<file path="src/rtl/vec_alu_sequencer_if.sv">
// vec_alu_sequencer_if: instruction handshake, register-file and lane-ALU signals of the element sequencer.
interface vec_alu_sequencer_if #(
  parameter int WIDTH = 32,
  parameter int VLMAX = 8
);
  localparam int EW = $clog2(VLMAX);
  logic             instr_valid;
  logic             instr_ready;
  logic [4:0]       instr_vd;
  logic [4:0]       instr_vs1;
  logic [4:0]       instr_vs2;
  logic [WIDTH-1:0] instr_scalar;
  logic [EW:0]      instr_vl;
  logic             instr_addsub;
  logic             instr_mux;
  logic [2:0]       instr_out_ctrl;
  logic [1:0]       instr_bit_ctrl;
  logic [3:0]       instr_comp_ctrl;
  logic             instr_mask_wr;
  logic             instr_masked;
  logic [4+EW:0]    rf_rd_addr1;
  logic [4+EW:0]    rf_rd_addr2;
  logic [WIDTH-1:0] rf_rd_data1;
  logic [WIDTH-1:0] rf_rd_data2;
  logic             rf_wr_en;
  logic [4+EW:0]    rf_wr_addr;
  logic [WIDTH-1:0] rf_wr_data;
  logic [WIDTH-1:0] alu_a;
  logic [WIDTH-1:0] alu_b;
  logic [WIDTH-1:0] alu_c;
  logic             alu_addsub;
  logic             alu_mux;
  logic [2:0]       alu_out_ctrl;
  logic [1:0]       alu_bit_ctrl;
  logic [3:0]       alu_comp_ctrl;
  logic [WIDTH-1:0] alu_result;
  logic             alu_predicate;
  logic             busy;
  logic             done;
  logic [VLMAX-1:0] mask_out;
  modport master (
    output instr_valid, instr_vd, instr_vs1, instr_vs2, instr_scalar, instr_vl, instr_addsub,
           instr_mux, instr_out_ctrl, instr_bit_ctrl, instr_comp_ctrl, instr_mask_wr, instr_masked,
           rf_rd_data1, rf_rd_data2, alu_result, alu_predicate,
    input  instr_ready, rf_rd_addr1, rf_rd_addr2, rf_wr_en, rf_wr_addr, rf_wr_data,
           alu_a, alu_b, alu_c, alu_addsub, alu_mux, alu_out_ctrl, alu_bit_ctrl, alu_comp_ctrl,
           busy, done, mask_out
  );
  modport slave (
    input  instr_valid, instr_vd, instr_vs1, instr_vs2, instr_scalar, instr_vl, instr_addsub,
           instr_mux, instr_out_ctrl, instr_bit_ctrl, instr_comp_ctrl, instr_mask_wr, instr_masked,
           rf_rd_data1, rf_rd_data2, alu_result, alu_predicate,
    output instr_ready, rf_rd_addr1, rf_rd_addr2, rf_wr_en, rf_wr_addr, rf_wr_data,
           alu_a, alu_b, alu_c, alu_addsub, alu_mux, alu_out_ctrl, alu_bit_ctrl, alu_comp_ctrl,
           busy, done, mask_out
  );
endinterface

</file>
<file path="src/rtl/vec_alu_sequencer.sv">
// vec_alu_sequencer: walks vector elements through RF read -> lane ALU -> RF write/mask, one per cycle.
// Optional VEC_MASKED_EXEC_EN: predicated execution gated by the mask left by the previous op.
module vec_alu_sequencer #(
  parameter int WIDTH = 32,
  parameter int VLMAX = 8
) (
  input logic clk,
  input logic rst_n,
  vec_alu_sequencer_if.slave bus
);
  localparam int EW = $clog2(VLMAX);
  typedef enum logic [1:0] {IDLE, RUN, DRAIN} state_t;
  typedef struct packed {
    logic [4:0]       vd;
    logic [4:0]       vs1;
    logic [4:0]       vs2;
    logic [WIDTH-1:0] scalar;
    logic [EW:0]      vl;
    logic             addsub;
    logic             mux;
    logic [2:0]       out_ctrl;
    logic [1:0]       bit_ctrl;
    logic [3:0]       comp_ctrl;
    logic             mask_wr;
    logic             masked;
  } ins_t;
  state_t           state_q, state_d;
  ins_t             ins_q, ins_d;
  logic [EW-1:0]    rd_e_q, rd_e_d, s2_e_q, s2_e_d;
  logic             s2_valid_q, s2_valid_d, done_q, done_d;
  logic [WIDTH-1:0] a_q, a_d, b_q, b_d;
  logic [VLMAX-1:0] mask_q, mask_d;
  logic             accept, run, last, wr_ok, masked_in;
  logic [EW:0]      vl_eff;
`ifdef VEC_MASKED_EXEC_EN
  assign masked_in = bus.instr_masked;
`else
  assign masked_in = 1'b0;
`endif
  always_comb begin
    accept     = state_q == IDLE && bus.instr_valid;
    run        = state_q == RUN;
    vl_eff     = bus.instr_vl > (EW+1)'(VLMAX) ? (EW+1)'(VLMAX) : bus.instr_vl;
    last       = {1'b0, rd_e_q} == ins_q.vl - 1'b1;
    wr_ok      = s2_valid_q && (!ins_q.masked || mask_q[s2_e_q]);
    ins_d      = accept ? ins_t'{vd: bus.instr_vd, vs1: bus.instr_vs1, vs2: bus.instr_vs2,
                                 scalar: bus.instr_scalar, vl: vl_eff, addsub: bus.instr_addsub,
                                 mux: bus.instr_mux, out_ctrl: bus.instr_out_ctrl,
                                 bit_ctrl: bus.instr_bit_ctrl, comp_ctrl: bus.instr_comp_ctrl,
                                 mask_wr: bus.instr_mask_wr, masked: masked_in} : ins_q;
    state_d    = accept ? (vl_eff == '0 ? DRAIN : RUN) :
                 run ? (last ? DRAIN : RUN) :
                 state_q == DRAIN ? IDLE : state_q;
    rd_e_d     = accept ? '0 : run ? rd_e_q + 1'b1 : rd_e_q;
    s2_valid_d = run;
    s2_e_d     = run ? rd_e_q : s2_e_q;
    a_d        = run ? bus.rf_rd_data1 : a_q;
    b_d        = run ? bus.rf_rd_data2 : b_q;
    done_d     = state_q == DRAIN;
    mask_d     = mask_q;
    // a predicated op keeps the previous mask so it can gate its own writes
    if (accept && !masked_in)
      mask_d = '0;
    else if (wr_ok && ins_q.mask_wr)
      mask_d[s2_e_q] = bus.alu_predicate;
  end
  always_ff @(posedge clk or negedge rst_n) begin
    if (!rst_n) begin
      state_q    <= IDLE;
      ins_q      <= '0;
      rd_e_q     <= '0;
      s2_e_q     <= '0;
      s2_valid_q <= 1'b0;
      done_q     <= 1'b0;
      a_q        <= '0;
      b_q        <= '0;
      mask_q     <= '0;
    end else begin
      state_q    <= state_d;
      ins_q      <= ins_d;
      rd_e_q     <= rd_e_d;
      s2_e_q     <= s2_e_d;
      s2_valid_q <= s2_valid_d;
      done_q     <= done_d;
      a_q        <= a_d;
      b_q        <= b_d;
      mask_q     <= mask_d;
    end
  end
  assign bus.instr_ready   = state_q == IDLE;
  assign bus.busy          = state_q != IDLE;
  assign bus.done          = done_q;
  assign bus.mask_out      = mask_q;
  assign bus.rf_rd_addr1   = {ins_q.vs1, rd_e_q};
  assign bus.rf_rd_addr2   = {ins_q.vs2, rd_e_q};
  assign bus.rf_wr_en      = wr_ok && !ins_q.mask_wr;
  assign bus.rf_wr_addr    = {ins_q.vd, s2_e_q};
  assign bus.rf_wr_data    = bus.alu_result;
  assign bus.alu_a         = a_q;
  assign bus.alu_b         = b_q;
  assign bus.alu_c         = ins_q.scalar;
  assign bus.alu_addsub    = ins_q.addsub;
  assign bus.alu_mux       = ins_q.mux;
  assign bus.alu_out_ctrl  = ins_q.out_ctrl;
  assign bus.alu_bit_ctrl  = ins_q.bit_ctrl;
  assign bus.alu_comp_ctrl = ins_q.comp_ctrl;
endmodule

</file>
<file path="src/flat_wrapper.sv">
// flat-port wrapper written by rule: the top's interface ports become plain ports
module vec_alu_sequencer_flat 
#(
  parameter int WIDTH = 32,
  parameter int VLMAX = 8
)
  (clk, rst_n, bus_instr_valid, bus_instr_vd, bus_instr_vs1, bus_instr_vs2, bus_instr_scalar, bus_instr_vl, bus_instr_addsub, bus_instr_mux, bus_instr_out_ctrl, bus_instr_bit_ctrl, bus_instr_comp_ctrl, bus_instr_mask_wr, bus_instr_masked, bus_rf_rd_data1, bus_rf_rd_data2, bus_alu_result, bus_alu_predicate, bus_instr_ready, bus_rf_rd_addr1, bus_rf_rd_addr2, bus_rf_wr_en, bus_rf_wr_addr, bus_rf_wr_data, bus_alu_a, bus_alu_b, bus_alu_c, bus_alu_addsub, bus_alu_mux, bus_alu_out_ctrl, bus_alu_bit_ctrl, bus_alu_comp_ctrl, bus_busy, bus_done, bus_mask_out);
  vec_alu_sequencer_if #(.WIDTH(WIDTH), .VLMAX(VLMAX)) bus_i ();
  input logic clk;
  input logic rst_n;
  input wire logic [$bits(bus_i.instr_valid)-1:0] bus_instr_valid;
  input wire logic [$bits(bus_i.instr_vd)-1:0] bus_instr_vd;
  input wire logic [$bits(bus_i.instr_vs1)-1:0] bus_instr_vs1;
  input wire logic [$bits(bus_i.instr_vs2)-1:0] bus_instr_vs2;
  input wire logic [$bits(bus_i.instr_scalar)-1:0] bus_instr_scalar;
  input wire logic [$bits(bus_i.instr_vl)-1:0] bus_instr_vl;
  input wire logic [$bits(bus_i.instr_addsub)-1:0] bus_instr_addsub;
  input wire logic [$bits(bus_i.instr_mux)-1:0] bus_instr_mux;
  input wire logic [$bits(bus_i.instr_out_ctrl)-1:0] bus_instr_out_ctrl;
  input wire logic [$bits(bus_i.instr_bit_ctrl)-1:0] bus_instr_bit_ctrl;
  input wire logic [$bits(bus_i.instr_comp_ctrl)-1:0] bus_instr_comp_ctrl;
  input wire logic [$bits(bus_i.instr_mask_wr)-1:0] bus_instr_mask_wr;
  input wire logic [$bits(bus_i.instr_masked)-1:0] bus_instr_masked;
  input wire logic [$bits(bus_i.rf_rd_data1)-1:0] bus_rf_rd_data1;
  input wire logic [$bits(bus_i.rf_rd_data2)-1:0] bus_rf_rd_data2;
  input wire logic [$bits(bus_i.alu_result)-1:0] bus_alu_result;
  input wire logic [$bits(bus_i.alu_predicate)-1:0] bus_alu_predicate;
  output wire logic [$bits(bus_i.instr_ready)-1:0] bus_instr_ready;
  output wire logic [$bits(bus_i.rf_rd_addr1)-1:0] bus_rf_rd_addr1;
  output wire logic [$bits(bus_i.rf_rd_addr2)-1:0] bus_rf_rd_addr2;
  output wire logic [$bits(bus_i.rf_wr_en)-1:0] bus_rf_wr_en;
  output wire logic [$bits(bus_i.rf_wr_addr)-1:0] bus_rf_wr_addr;
  output wire logic [$bits(bus_i.rf_wr_data)-1:0] bus_rf_wr_data;
  output wire logic [$bits(bus_i.alu_a)-1:0] bus_alu_a;
  output wire logic [$bits(bus_i.alu_b)-1:0] bus_alu_b;
  output wire logic [$bits(bus_i.alu_c)-1:0] bus_alu_c;
  output wire logic [$bits(bus_i.alu_addsub)-1:0] bus_alu_addsub;
  output wire logic [$bits(bus_i.alu_mux)-1:0] bus_alu_mux;
  output wire logic [$bits(bus_i.alu_out_ctrl)-1:0] bus_alu_out_ctrl;
  output wire logic [$bits(bus_i.alu_bit_ctrl)-1:0] bus_alu_bit_ctrl;
  output wire logic [$bits(bus_i.alu_comp_ctrl)-1:0] bus_alu_comp_ctrl;
  output wire logic [$bits(bus_i.busy)-1:0] bus_busy;
  output wire logic [$bits(bus_i.done)-1:0] bus_done;
  output wire logic [$bits(bus_i.mask_out)-1:0] bus_mask_out;
  assign bus_i.instr_valid = bus_instr_valid;
  assign bus_i.instr_vd = bus_instr_vd;
  assign bus_i.instr_vs1 = bus_instr_vs1;
  assign bus_i.instr_vs2 = bus_instr_vs2;
  assign bus_i.instr_scalar = bus_instr_scalar;
  assign bus_i.instr_vl = bus_instr_vl;
  assign bus_i.instr_addsub = bus_instr_addsub;
  assign bus_i.instr_mux = bus_instr_mux;
  assign bus_i.instr_out_ctrl = bus_instr_out_ctrl;
  assign bus_i.instr_bit_ctrl = bus_instr_bit_ctrl;
  assign bus_i.instr_comp_ctrl = bus_instr_comp_ctrl;
  assign bus_i.instr_mask_wr = bus_instr_mask_wr;
  assign bus_i.instr_masked = bus_instr_masked;
  assign bus_i.rf_rd_data1 = bus_rf_rd_data1;
  assign bus_i.rf_rd_data2 = bus_rf_rd_data2;
  assign bus_i.alu_result = bus_alu_result;
  assign bus_i.alu_predicate = bus_alu_predicate;
  assign bus_instr_ready = bus_i.instr_ready;
  assign bus_rf_rd_addr1 = bus_i.rf_rd_addr1;
  assign bus_rf_rd_addr2 = bus_i.rf_rd_addr2;
  assign bus_rf_wr_en = bus_i.rf_wr_en;
  assign bus_rf_wr_addr = bus_i.rf_wr_addr;
  assign bus_rf_wr_data = bus_i.rf_wr_data;
  assign bus_alu_a = bus_i.alu_a;
  assign bus_alu_b = bus_i.alu_b;
  assign bus_alu_c = bus_i.alu_c;
  assign bus_alu_addsub = bus_i.alu_addsub;
  assign bus_alu_mux = bus_i.alu_mux;
  assign bus_alu_out_ctrl = bus_i.alu_out_ctrl;
  assign bus_alu_bit_ctrl = bus_i.alu_bit_ctrl;
  assign bus_alu_comp_ctrl = bus_i.alu_comp_ctrl;
  assign bus_busy = bus_i.busy;
  assign bus_done = bus_i.done;
  assign bus_mask_out = bus_i.mask_out;
  vec_alu_sequencer #(.WIDTH(WIDTH), .VLMAX(VLMAX)) u_core (.clk(clk), .rst_n(rst_n), .bus(bus_i));
endmodule
</file>
<file path="config.mk">
export PLATFORM = sky130hd
export DESIGN_NAME = vec_alu_sequencer_flat
export DESIGN_NICKNAME = d
export VERILOG_FILES = /design/src/rtl/vec_alu_sequencer_if.sv /design/src/rtl/vec_alu_sequencer.sv /design/src/flat_wrapper.sv
export SDC_FILE = /design/constraint.sdc
export NUM_CORES = 1
export LEC_CHECK = 0
export ABC_AREA = 0
export CAP_MARGIN = 10
export CELL_PAD_IN_SITES_DETAIL_PLACEMENT = 1
export CELL_PAD_IN_SITES_GLOBAL_PLACEMENT = 1
export CORE_ASPECT_RATIO = 0.9
export CORE_MARGIN = 4
export CORE_UTILIZATION = 28
export DETAILED_ROUTE_END_ITERATION = 10
export GPL_ROUTABILITY_DRIVEN = 0
export PLACE_DENSITY = 0.92
export SKIP_LAST_GASP = 1
export SLEW_MARGIN = 20
export SYNTH_ARGS = -nofsm -noshare
export SYNTH_HDL_FRONTEND = slang
export SYNTH_SLANG_ARGS = --single-unit
</file>
<file path="constraint.sdc">
create_clock -name clk -period 1.7 [get_ports clk]
set_input_delay 0.51 -clock clk [delete_from_list [all_inputs] [get_ports clk]]
set_output_delay 0.51 -clock clk [all_outputs]
set_load 0.02 [all_outputs]
</file>
==> qor.yml, run 1 <==
floorplan:
  rows: 52
  dieArea_mm2: 0.02517
  core-area_mm2: 0.02238
  start_util_pct: 28.39
  dieWidth_um: 166.8
  ioPinCount: 339
  die_y_um: 150.9
clocking:
  clock-sinks: 145
  cts_setup_buffers: 0
  htreeDepth: 4
  cts_made_buffers: 17
  clk-insertion-delay-late_ps: 420
  cts_tree: "done"
  cts_root_buf: "clkbuf_16"
  path_clk_slew_ps: 70
  ctsLongestPathBuffers: 2
yosys:
  ys_ff_latch: 145
  synth_top_area_share_pct: 57.10
  synth_edf_count: 0
  synth_area_per_cell_um2: 8.777
  synthSimpleGateAreaFrac_pct: 25.83
  syn_nets: 890
  synth_adder_area_share_pct: 0.3938
  synthXorXnorAreaFrac_pct: 0.5513
  synth.area.top_cells: "dfrtp_1, nand2_1, buf_4"
  synthArstFlopShare_pct: 100.0
  yosys_warnings: 0
  syn-cell-area_mm2: 0.006355
  synth.distinct_cells: 28
  synthMuxAreaShare_pct: 0.3150
  synth_compound_area_share_pct: 1.890
  synth_top_family_by_area: "simple AND/OR/NAND/NOR gates"
  synth_top_cell_by_area: "dfrtp_1"
  ys.flop_type: "dfrtp_1"
  ys_seq_area_share_pct: 57.10
  syn_inst: 724
layout:
  final_nets: 1095
  final_cell_mix: "nand2_1, dfrtp_1, clkdlybuf4s50_1, dlygate4sd2_1, buf_4"
  final_area_mm2: 0.009453
  fin_cells: 1238
  nFillCells: 2629
  diodes: 0
  area_delta_synth_final_pct: 48.75
  drive_above_1_share_pct: 8.820
  final_core_util_pct: 42.24
  final_common_cell: "nand2_1"
worst_hold_path:
  whs_path_depth: 2
  hp-class: "reg2reg"
place:
  place_area_mm2: 0.008980
  port_buffers: 273
  preCtsSetupSlack_ps: -223.4
  dp_hpwl_um: 15660
  dpl.cell_count: 1206
run_status:
  status: "complete, but fails checks"
  violations: "setup timing"
timing:
  finalCritPeriodShare_pct: 101.0
  layout_min_cycle_time_ps: 1717
  setup_viol: 1
  rsz0062_at_grt: "yes"
  timing.fmax_ghz: 0.5823
  fin_setup_tns_ps: -17.37
  finClkSkew_ps: 21.52
  whs_ps: 465.9
  hold_viol: 0
  slew_headroom_pct: 73.89
  fin_ws_ps: -17.37
  tightest_slew_ps: 391.6
  slew_violations: 0
route:
  routed_via_density: 4.365
  wl_um: 20490
  wl_per_cell_um: 16.55
  drc: 0
  vias: 5404
  drtAntennaViolNets: 0
  firstDrtPassIters: 4
  drt_iter0_markers: 185
global_routing:
  grt_pass1_wl_um: 32530
  grt_pass1_vias: 5960
  grt.total_usage_pct: 16.42
  antenna_found_initial: 0
  grt-ovfl-total: 0
  grt_max_degree: 60
setup_path:
  crit_chain: "nor2_4, clkbuf_2"
  slowest_delay_ps: 410
  slowest_stage: "dfrtp_1"
  critical_path_class: "reg2out"
  cp_data_arrival_time_ps: 1210
  worst_setup_path_start_kind: "register"
  r2r_cells: 5
  end_kind: "primary output"
  cp.required_ps: 1190
  crit_fanout: 3
power:
  p_leak_nw: 4.880
  power_mw: 18.34
  power_density_mw_per_mm2: 1940
  ir_drop_mv: 0.7563
run:
  cap_violations: 0
==> area by class of cell <==
cell class | instances | area [um^2] | share of cell area, %
sequential | 145 | 3630 | 38.40
timing repair buffer | 308 | 2953 | 31.24
multi-input combinational | 452 | 1861 | 19.68
clock buffer | 19 | 432.9 | 4.580
tap | 297 | 371.6 | 3.931
clock inverter | 12 | 183.9 | 1.946
inverter | 5 | 21.27 | 0.2250
==> flip-flops by register name, indices dropped and copies added (netlist names) <==
register and count:
u_core.ins_q 5, u_core.bus.alu_out_ctrl 3, u_core.bus.alu_bit_ctrl 2, u_core.bus.alu_comp_ctrl 4
u_core.s2_valid_q 1, u_core.bus.alu_c 32, u_core.s2_e_q 3, u_core.bus.alu_addsub 1
u_core.bus.rf_rd_addr1 5, u_core.bus.alu_mux 1, u_core.bus.mask_out 8, u_core.state_q 2
u_core.bus.done 1, u_core.rd_e_q 3, u_core.bus.alu_b 32, u_core.bus.rf_rd_addr2 5
u_core.bus.alu_a 32, u_core.bus.rf_wr_addr 5
==> worst max-delay path, delay by kind of cell, from the launching register on <==
family	cells	cell delay, ps
flops	1	410
buf+inv	1	200
simple gates	1	180
==> worst paths after layout <==
kind                                      start                          end  slack [ps]
min in group asynchronous                 rst_n  u_core.bus.alu_comp_ctrl[2]         580
hold reg to reg            u_core.bus.alu_b[24]         u_core.bus.alu_b[24]         470
hold / removal             u_core.bus.alu_b[24]         u_core.bus.alu_b[24]         470
setup / recovery              u_core.state_q[0]              bus_instr_ready         -20
setup reg to reg               u_core.ins_q[13]            u_core.state_q[0]         180
max in group asynchronous                 rst_n         u_core.bus.alu_c[27]         570
==> timing repair <==
item,CTS,global route
resized for setup,160,41
gates cloned,0,0
hold endpoints to repair,10,0
endpoints found under the setup margin,143,34
hold buffers,1,0
pin swaps,1,1
==> cells in the mapped netlist, drive strengths merged (3+ instances only) <==
library cell,number
dfrtp,145
nand2,392
o21ai,13
buf,113
a21oi,8
nand3b,4
nor2,10
inv,5
nor2b,4
clkbuf,9
nand2b,3
==> cells by family (layout without fill, tap and decap cells) <==
kind of cell / after synthesis / count (layout)
and+or+nand+nor: 421 / 421
DFF: 145 / 145
buffers and inverters: 127 / 344
adders and majority gates: 2 / 2
xor gates and xnor gates: 4 / 4
AOI/OAI and AO/OA: 23 / 23
muxes: 2 / 2
==> routing by layer <==
layer  GRT usage, %  part of all wire [%]  vias up
li1               -                     -     2524
met1          18.74                    40     2627
met2          28.03                    49      219
met3          6.889                   8.4       34
met4          5.644                   2.3        0
met5              0                     0        -
==> power breakdown <==
| part | internal [mW] | switching (mW) | leakage, nW |
|---|---|---|---|
| logic | 3.22 | 5.11 | 2.79 |
| clock network | 2.46 | 1.51 | 0.294 |
| registers | 5.10 | 0.934 | 1.80 |
No activity file was read; power rests on OpenSTA's default activity.
==> run 2: changes to the inputs <==
Settings changed: CORE_MARGIN 4 to default, SKIP_LAST_GASP 1 to default.
==> run 2 against run 1 <==
Effect of this change: the run now ends clean; register-to-register slack lost 40 ps; combinational power shrank 1%; die area shrank 7.4%; non-clock buffer count is the same; critical path depth grew 1; sequential cell count is the same; clock power shrank 1%; critical path type unchanged; largest power group unchanged.
==> qor.yml, run 2 (synthesis results as in run 1) <==
global_routing:
  grt_max_degree: 62
  grt_pass1_vias: 6002
  grt.total_usage_pct: 17.58
  grt_pass1_wl_um: 31870
  grt-ovfl-total: 0
  antenna_found_initial: 1
power:
  p_int_mw: 10.63
  power_frac_seq_pct: 32.9
  power_density_mw_per_mm2: 1928
  ir_drop_mv: 0.8160
  combPwrFrac_pct: 45.5
  pwr-share-clk_pct: 21.7
  p_leak_nw: 4.882
  power.switching_mw: 7.484
  p_sw_share_pct: 41.31
timing:
  fin_setup_tns_ps: 0
  finClkSkew_ps: 11.98
  slew_violations: 0
  timing.fmax_ghz: 0.6016
  hold_viol: 0
  finalCritPeriodShare_pct: 97.78
  tightest_slew_ps: 422.1
  setup_viol: 0
  layout_min_cycle_time_ps: 1662
  slew_headroom_pct: 71.86
  rsz0062_at_grt: "yes"
floorplan:
  dieArea_mm2: 0.02330
  start_util_pct: 28.95
  die_y_um: 144.9
  core-area_mm2: 0.02195
  rows: 51
  ioPinCount: 339
  dieWidth_um: 160.8
layout:
  final_area_mm2: 0.009395
  final_nets: 1095
  final_core_util_pct: 42.80
  diodes: 0
  drive_above_1_share_pct: 8.502
  nFillCells: 2559
  final_cell_mix: "nand2_1, dfrtp_1, clkdlybuf4s50_1, dlygate4sd2_1, buf_4"
  final_common_cell: "nand2_1"
  area_delta_synth_final_pct: 47.84
route:
  routed_via_density: 4.355
  wl_um: 19650
  wl_per_cell_um: 15.95
  vias: 5365
  firstDrtPassIters: 4
  drtAntennaViolNets: 0
  drt_iter0_markers: 180
  drc: 0
run_status:
  status: "finished, final reports clean"
clocking:
  cts_tree: "done"
  clock-sinks: 145
  cts_root_buf: "clkbuf_16"
  path_clk_slew_ps: 60
  clk-insertion-delay-late_ps: 420
  ctsLongestPathBuffers: 2
  cts_made_buffers: 17
  htreeDepth: 4
setup_path:
  r2r_slack_ps: 140
  crit_chain: "nor2_4, inv_2, buf_6"
  end_kind: "primary output"
  cp.required_ps: 1190
  cp_data_arrival_time_ps: 1150
  crit_fanout: 3
  worst_setup_path_start_kind: "register"
  critical_path_class: "reg2out"
  cp.buffers_inverters: 2
  slowest_delay_ps: 400
  cp_top_family: "flip-flops"
  slowest_stage: "dfrtp_1"
worst_hold_path:
  hp-class: "reg2reg"
run:
  cap_violations: 0
place:
  dp_hpwl_um: 14740
  place_area_mm2: 0.008935
  port_buffers: 273
run 2: cell count changes in the layout (fill, tap and decap cells not counted), sizes merged:
| cell | previous run | this run |
|---|---|---|
| clkinvlp | 2 | 3 |
| clkinv | 4 | 2 |
| bufinv | 4 | 3 |
| clkdlybuf4s15 | 25 | 12 |
| dlygate4sd2 | 109 | 123 |
| inv | 7 | 8 |
| buf | 39 | 40 |
| clkbuf | 24 | 23 |
run 2: power by group through the flow:
stage / Clock [mW] / Combinational (mW) / Sequential [mW]
2_1_floorplan: 0 / 4.33 / 7.10
3_3_place_gp: 0 / 9.10 / 5.96
3_5_place_dp: 0 / 9.44 / 6.08
4_1_cts: 4.07 / 8.39 / 5.98
5_1_grt: 4.19 / 9.05 / 6.17
6_report: 3.93 / 8.24 / 5.95
run 2: per-stage QoR:
| step | total power [mW] | setup slack [ps] | std cells | hold slack (ps) |
|---|---|---|---|---|
| 2_1_floorplan | 11.43 | 275.6 | 724 | 214.4 |
| 3_3_place_gp | 15.05 | -169.9 | 1199 | 455.2 |
| 3_5_place_dp | 15.52 | -209.9 | 1199 | 460.6 |
| 4_1_cts | 18.44 | 5.766 | 1232 | 472.1 |
| 5_1_grt | 19.41 | -31.98 | 1232 | 476.9 |
| 6_report | 18.12 | 37.73 | 1232 | 466.5 |
run 2: repair_timing:
action,4_1_cts,5_1_grt
setup endpoints to repair,141,17
buffers inserted,1,0
pin swaps,1,1
hold buffers,1,0
resized for setup,159,15
hold endpoints to repair,1,0
run 2: layout make-up:
type                       instances  area [um^2]  share of cell area, %
sequential                       145         3628                  38.62
timing repair buffer             308         2919                  31.07
multi-input combinational        452         1853                  19.72
clock buffer                      20        456.7                  4.861
tap                              291        364.1                  3.875
clock inverter                    11        152.6                  1.625
inverter                           5        21.27                 0.2264
run 2: worst paths after layout:
check	start	to	cells after the start
min in group asynchronous	rst_n	u_core.bus.alu_mux	2
max	u_core.state_q[0]	bus_busy	3
min	u_core.bus.alu_c[22]	u_core.bus.alu_c[22]	2
max in group asynchronous	rst_n	u_core.bus.alu_a[24]	3
min reg2reg	u_core.bus.alu_c[22]	u_core.bus.alu_c[22]	2
max reg2reg	u_core.state_q[1]	u_core.rd_e_q[1]	6
run 2: per-layer routing:
layer / track usage [%] / part of all wire (%) / vias to the layer above
met2: 31.45 / 50 / 218
met5: 0 / 0.066 / -
met3: 7.833 / 9.5 / 18
li1: - / - / 2531
met1: 18.75 / 39 / 2596
met4: 4.245 / 1.2 / 2
run 2: tightest hold or removal path: stages (launching register included):
cell	delay, ps
dfrtp_1	330
nand2_1	50
nand2_1	50
